$ cat config.mk
export PLATFORM = sky130hd
export DESIGN_NAME = alu_mc_flat
export DESIGN_NICKNAME = d
export VERILOG_FILES = /design/src/rtl/alu_mc_if.sv /design/src/rtl/alu_mc.sv /design/src/flat_wrapper.sv
export SDC_FILE = /design/constraint.sdc
export NUM_CORES = 1
export LEC_CHECK = 0
export BUFFER_PORTS_ARGS = -buffer_cell sky130_fd_sc_hd__clkbuf_2
export CORE_MARGIN = 2
export CORE_UTILIZATION = 55
export DETAILED_ROUTE_END_ITERATION = 10
export GPL_TIMING_DRIVEN = 0
export PLACE_DENSITY = 0.79
export SYNTH_ARGS = -nofsm -noshare
export SYNTH_HDL_FRONTEND = slang
export SYNTH_SLANG_ARGS = --single-unit
$ cat constraint.sdc
create_clock -name clk -period 4.01 [get_ports clk]
set_clock_uncertainty 0.15 [all_clocks]
set_input_delay 0 -clock clk [delete_from_list [all_inputs] [get_ports clk]]
set_output_delay 0 -clock clk [all_outputs]
set_load 0.005 [all_outputs]
$ cat src/rtl/alu_mc_if.sv
// alu_mc_if: request/response bundle for alu_mc.
// master = requester/consumer side, slave = ALU side.
interface alu_mc_if #(
  parameter int unsigned WIDTH = 16
);
  logic             in_valid;
  logic             in_ready;
  logic [WIDTH-1:0] a;
  logic [WIDTH-1:0] b;
  logic [2:0]       opcode;
  logic             out_valid;
  logic             out_ready;
  logic [WIDTH-1:0] c;
  logic [4:0]       flags;

  modport master (
    output in_valid, a, b, opcode, out_ready,
    input  in_ready, out_valid, c, flags
  );

  modport slave (
    input  in_valid, a, b, opcode, out_ready,
    output in_ready, out_valid, c, flags
  );
endinterface

$ cat src/rtl/alu_mc.sv
// alu_mc: multi-cycle ALU with valid/ready handshakes on both sides.
// Ops 000-110 complete in one cycle; 111 (MUL) is a shift-add multiplier
// taking WIDTH cycles when ALU_MC_MUL_EN is defined, otherwise it returns
// c = 0, flags = 0 with single-cycle latency.
// flags = {Z, C, F(signed ovf), L(unsigned lt), N(signed lt)}.
module alu_mc #(
  parameter int unsigned WIDTH = 16
) (
  input  logic     clk,
  input  logic     rst_n,
  alu_mc_if.slave  bus
);

  localparam int unsigned MSB = WIDTH - 1;

  typedef enum logic [2:0] {
    OP_ADDU = 3'b000, OP_ADD = 3'b001, OP_SUB = 3'b010, OP_CMP = 3'b011,
    OP_AND  = 3'b100, OP_OR  = 3'b101, OP_XOR = 3'b110, OP_MUL = 3'b111
  } op_t;

`ifdef ALU_MC_MUL_EN
  typedef enum logic [1:0] {IDLE = 2'd0, BUSY = 2'd1, DONE = 2'd2} state_t;
`else
  typedef enum logic [1:0] {IDLE = 2'd0, DONE = 2'd2} state_t;
`endif

  state_t           state_q, state_d;
  op_t              op;
  logic             accept;
  logic             mul_start;
  logic [WIDTH:0]   sum_w;
  logic [WIDTH-1:0] dif_w;
  logic [WIDTH-1:0] alu_c;
  logic [4:0]       alu_f;
  logic             z, cy, ov, lt_u, lt_s;
  logic [WIDTH-1:0] c_q;
  logic [4:0]       flags_q;

  assign op            = op_t'(bus.opcode);
  assign bus.in_ready  = (state_q == IDLE) || ((state_q == DONE) && bus.out_ready);
  assign bus.out_valid = (state_q == DONE);
  assign accept        = bus.in_valid && bus.in_ready;
  assign bus.c         = c_q;
  assign bus.flags     = flags_q;

`ifdef ALU_MC_MUL_EN
  logic [2*WIDTH-1:0] acc_q, acc_d, mcand_q;
  logic [WIDTH-1:0]   mplier_q;
  logic [5:0]         cnt_q;
  logic               mul_last;

  assign mul_start = accept && (op == OP_MUL);
  assign mul_last  = (state_q == BUSY) && (cnt_q == 6'(WIDTH - 1));
  assign acc_d     = acc_q + (mplier_q[0] ? mcand_q : '0);

  // Shift-add datapath: one multiplier bit consumed per BUSY cycle.
  always_ff @(posedge clk or negedge rst_n) begin
    if (!rst_n) begin
      acc_q    <= '0;
      mcand_q  <= '0;
      mplier_q <= '0;
      cnt_q    <= '0;
    end else if (mul_start) begin
      acc_q    <= '0;
      mcand_q  <= {{WIDTH{1'b0}}, bus.a};
      mplier_q <= bus.b;
      cnt_q    <= '0;
    end else if (state_q == BUSY) begin
      acc_q    <= acc_d;
      mcand_q  <= mcand_q << 1;
      mplier_q <= mplier_q >> 1;
      cnt_q    <= cnt_q + 6'd1;
    end
  end
`else
  assign mul_start = 1'b0;
`endif

  // Single-cycle ALU result and flags from the live request operands.
  always_comb begin
    sum_w = {1'b0, bus.a} + {1'b0, bus.b};
    dif_w = bus.a - bus.b;
    alu_c = '0;
    cy    = 1'b0;
    ov    = 1'b0;
    lt_u  = 1'b0;
    lt_s  = 1'b0;
    case (op)
      OP_ADDU: begin
        alu_c = sum_w[MSB:0];
        cy    = sum_w[WIDTH];
      end
      OP_ADD: begin
        alu_c = sum_w[MSB:0];
        ov    = (bus.a[MSB] == bus.b[MSB]) && (alu_c[MSB] != bus.a[MSB]);
      end
      OP_SUB: begin
        alu_c = dif_w;
        ov    = (bus.a[MSB] != bus.b[MSB]) && (alu_c[MSB] != bus.a[MSB]);
      end
      OP_CMP: begin
        lt_u = bus.a < bus.b;
        lt_s = $signed(bus.a) < $signed(bus.b);
      end
      OP_AND:  alu_c = bus.a & bus.b;
      OP_OR:   alu_c = bus.a | bus.b;
      OP_XOR:  alu_c = bus.a ^ bus.b;
      default: alu_c = '0;
    endcase
    if (op == OP_CMP)      z = (bus.a == bus.b);
    else if (op == OP_MUL) z = 1'b0;
    else                   z = (alu_c == '0);
    alu_f = {z, cy, ov, lt_u, lt_s};
  end

  // Next-state logic; DONE can chain straight into a new op on release.
  always_comb begin
    state_d = state_q;
    case (state_q)
      IDLE, DONE: begin
        if (accept) begin
          state_d = DONE;
`ifdef ALU_MC_MUL_EN
          if (mul_start) state_d = BUSY;
`endif
        end else if ((state_q == DONE) && bus.out_ready) begin
          state_d = IDLE;
        end
      end
`ifdef ALU_MC_MUL_EN
      BUSY: if (mul_last) state_d = DONE;
`endif
      default: state_d = IDLE;
    endcase
  end

  // State register.
  always_ff @(posedge clk or negedge rst_n) begin
    if (!rst_n) state_q <= IDLE;
    else        state_q <= state_d;
  end

  // Result registers; only written on completion, so held while DONE stalls.
  always_ff @(posedge clk or negedge rst_n) begin
    if (!rst_n) begin
      c_q     <= '0;
      flags_q <= '0;
    end else if (accept && !mul_start) begin
      c_q     <= alu_c;
      flags_q <= alu_f;
    end
`ifdef ALU_MC_MUL_EN
    else if (mul_last) begin
      c_q     <= acc_d[MSB:0];
      flags_q <= {(acc_d[MSB:0] == '0), (|acc_d[2*WIDTH-1:WIDTH]), 3'b000};
    end
`endif
  end

endmodule

$ cat src/flat_wrapper.sv
// flat-port wrapper written by rule: the top's interface ports become plain ports
module alu_mc_flat 
#(
  parameter int unsigned WIDTH = 16
)
  (clk, rst_n, bus_in_valid, bus_a, bus_b, bus_opcode, bus_out_ready, bus_in_ready, bus_out_valid, bus_c, bus_flags);
  alu_mc_if #(.WIDTH(WIDTH)) bus_i ();
  input  logic clk;
  input  logic rst_n;
  input wire logic [$bits(bus_i.in_valid)-1:0] bus_in_valid;
  input wire logic [$bits(bus_i.a)-1:0] bus_a;
  input wire logic [$bits(bus_i.b)-1:0] bus_b;
  input wire logic [$bits(bus_i.opcode)-1:0] bus_opcode;
  input wire logic [$bits(bus_i.out_ready)-1:0] bus_out_ready;
  output wire logic [$bits(bus_i.in_ready)-1:0] bus_in_ready;
  output wire logic [$bits(bus_i.out_valid)-1:0] bus_out_valid;
  output wire logic [$bits(bus_i.c)-1:0] bus_c;
  output wire logic [$bits(bus_i.flags)-1:0] bus_flags;
  assign bus_i.in_valid = bus_in_valid;
  assign bus_i.a = bus_a;
  assign bus_i.b = bus_b;
  assign bus_i.opcode = bus_opcode;
  assign bus_i.out_ready = bus_out_ready;
  assign bus_in_ready = bus_i.in_ready;
  assign bus_out_valid = bus_i.out_valid;
  assign bus_c = bus_i.c;
  assign bus_flags = bus_i.flags;
  alu_mc #(.WIDTH(WIDTH)) u_core (.clk(clk), .rst_n(rst_n), .bus(bus_i));
endmodule
==> results.toml <==
[run_status]
outcome = "completed"

[clock_network]
cts_setup_buffers = 0
ctsResizeCount = 0
cts_tree = "yes"
clk_pin_slew_ns = 0.09
cts_sinks = 22
cts_root_buf = "clkbuf_8"
cts_buffers = 3
clk_path_buf_depth = 2
clock_latency_ns = 0.27
htree_levels = 1

[die]
ioPinCount = 62
die_h_um = 84.0
initial_core_util = 0.561
die_x_um = 84.0
die_area_mm2 = 0.00706
core-area_mm2 = 0.00628
rows = 29

[synthesis]
synth_compound_area_frac = 0.276
ys.flop_type = "dfrtp_1"
synth_warnings = 0
synth_mux_area_frac = 0.0625
synth_top_family_by_area = "compound AO/OA/AOI/OAI gates"
syn_inst = 460
seq_area_frac_synth = 0.156
synth_cell_type_count = 72
synth_edf_count = 0
synth_adder_area_share = 0.189
synth_top_cell_by_area = "ha_1"
ys_seq_elements = 22
ys_top_cells_by_count = "50 x ha_1, 45 x nor2_1, 43 x inv_1, 37 x nand2_1, 36 x a21oi_1"
synthXorXnorAreaFrac = 0.0199
synth_area_leaders = "ha_1 18%, dfrtp_1 16%, a21oi_1 5.1%, nor2_1 4.8%, inv_1 4.6%"
synth.avg_cell_area_um2 = 7.65
mappedNetlistArea_mm2 = 0.00352
synthSimpleGateAreaFrac = 0.209
async_flop_share = 1.00
synth_most_common_cell = "ha_1"
synth_top_area_frac = 0.178
synth.net_count = 551

[sta]
slew_headroom = 0.519
timing.final.crit_share = 0.702
setup_violations = 0
hold_viol = 0
fin_crit_ns = 2.82
rsz0062_at_grt = "no"
fmax_mhz = 355
setup_slack_ns = 1.19
report.final.slew_viol_count = 0
worstMarginPinSlew_ns = 0.722
setup_tns_ns = 0

[placed_design]
gp_congestion = 0.964
hpwl_um = 8190
numPortBuffers = 59
dp_slack_ns = 1.01
dp_cells = 596
post_dp_cell_area_mm2 = 0.00391

[layout]
final_area_mm2 = 0.00401
finalCoreUtilization = 0.639
syn2layout_area_growth_pct = 14.0
fillCellCount = 572
multi_input_area_mm2 = 0.00267
instances_no_fill = 603
nets = 618
register_area_um2 = 551
num_antenna_cells = 0
drive_above_1_share = 0.188

[global_routing]
antenna_found_initial = 0
grt_max_degree = 23
grt_pass1_wl_um = 17100
grt_usage = 0.297
grt_pass1_vias = 3492
grt.overflow.total = 0

[worst_hold_path]
hold_class = "in2reg"

[drt]
avgViaCountPerCell = 6.21
ant_nets = 0
drt_iter0_markers = 287
drc = 0
wl_um = 10500
vias = 3747
wire_per_inst_um = 17.4
first_pass_iters = 5

[setup_path]
critPathMaxStageDelay_ns = 0.47
worstPathMaxFanout = 4
start_kind = "input pin"
r2r_slack_ns = 2.25
cp.arrival_ns = 2.84
required_ns = 4.03
critPathSlowestCell = "a221oi_1"
crit_path_end_kind = "flop"
path_delay_family = "compound AO/OA/AOI/OAI gates"
crit_chain = "clkbuf_2, inv_1, ha_1, o21bai_1, a211o_1, a211oi_1, xor2_1, a221oi_1, nand4_1, nor3_1, nand4b_4, o41ai_2"
critical_path_buf_inv_count = 2
path_class = "in2reg"

[pwr]
ir_drop_uv = 221
power.density_mw_per_mm2 = 251
p_leak_uw = 0.00201

[job]
max_cap_viol_count = 0
[state kept, by name (all words and copies together), names as in the netlist]
register          flops
u_core.bus.c         16
u_core.bus.flags      5
u_core.state_q        1
[per-stage QoR]
| step | total power [µW] | hold slack, ns |
|---|---|---|
| after CTS | 998 | 0.0614 |
| after detailed placement | 785 | -0.134 |
| after global routing | 1070 | 0.0996 |
| after floorplan | 619 | -0.446 |
| after global placement | 770 | -0.151 |
| final | 1010 | 0.0567 |
[where the power goes]
part	internal, µW	leakage, µW	switching, µW
Clock	134	0.0000357	78.9
Sequential	259	0.000278	22.0
Combinational	212	0.00169	302
[layer usage]
layer	track usage	wire length, µm	vias up
met2	0.495	4970	190
li1	-	-	1782
met4	0.0806	160	0
met1	0.405	4480	1760
met3	0.0356	882	15
met5	0	0	-
[worst reg2reg max path, cell delays in order (launching register included)]
cell,delay [ns]
dfrtp_1,0.35
nand2b_1,0.11
nand2_1,0.18
clkbuf_1,0.47
mux2_2,0.40
[cells by family (layout without fill, tap and decap cells)]
family / count (synthesis) / after routing
mux: 21 / 21
compound gates: 137 / 137
flops: 22 / 22
buf+inv: 73 / 139
xor+xnor: 8 / 8
simple gates: 147 / 147
fa+ha+maj: 52 / 52
[timing repair]
item,4_1_cts,5_1_grt
endpoints found under the setup margin,0,0
endpoints found under the hold margin,24,0
hold buffers,3,0
[final timing paths]
path,from,to,depth (start not counted)
worst max-delay path,bus_b[1],u_core.bus.flags[4]$_DFFE_PN0P_,12
worst min-delay path,bus_a[15],u_core.bus.flags[1]$_DFFE_PN0P_,3
worst max register to register,u_core.state_q[1]$_DFFE_PN0P_,u_core.bus.c[14]$_DFFE_PN0P_,4
worst min register to register,u_core.bus.c[1]$_DFFE_PN0P_,u_core.bus.c[1]$_DFFE_PN0P_,2
max in group asynchronous,rst_n,u_core.bus.c[7]$_DFFE_PN0P_,2
min in group asynchronous,rst_n,u_core.bus.c[15]$_DFFE_PN0P_,2
[cell type report]
class,instances,share of cell area
inverter,45,0.0421
clock buffer,3,0.0103
buffer,28,0.0340
tap,77,0.0240
timing repair buffer,62,0.0810
multi-input combinational,365,0.664
clock inverter,1,0.00748
sequential,22,0.137
[layout by cell type (no fill, tap or decap), types with 5 or more instances in the layout]
cell type	count
a211oi_1	5
a21o_1	5
a21oi_1	36
buf_2	10
clkbuf_1	13
clkbuf_2	59
dfrtp_1	22
ha_1	50
inv_1	43
mux2_2	8
mux2i_1	13
nand2_1	37
nand2b_1	7
nand3_1	10
nor2_1	45
nor2b_1	5
nor3_1	11
nor4_1	6
o211ai_1	7
o21ai_0	21
o22ai_1	8
or3_1	5
xnor2_1	7
(Power assumes the default switching activity.)
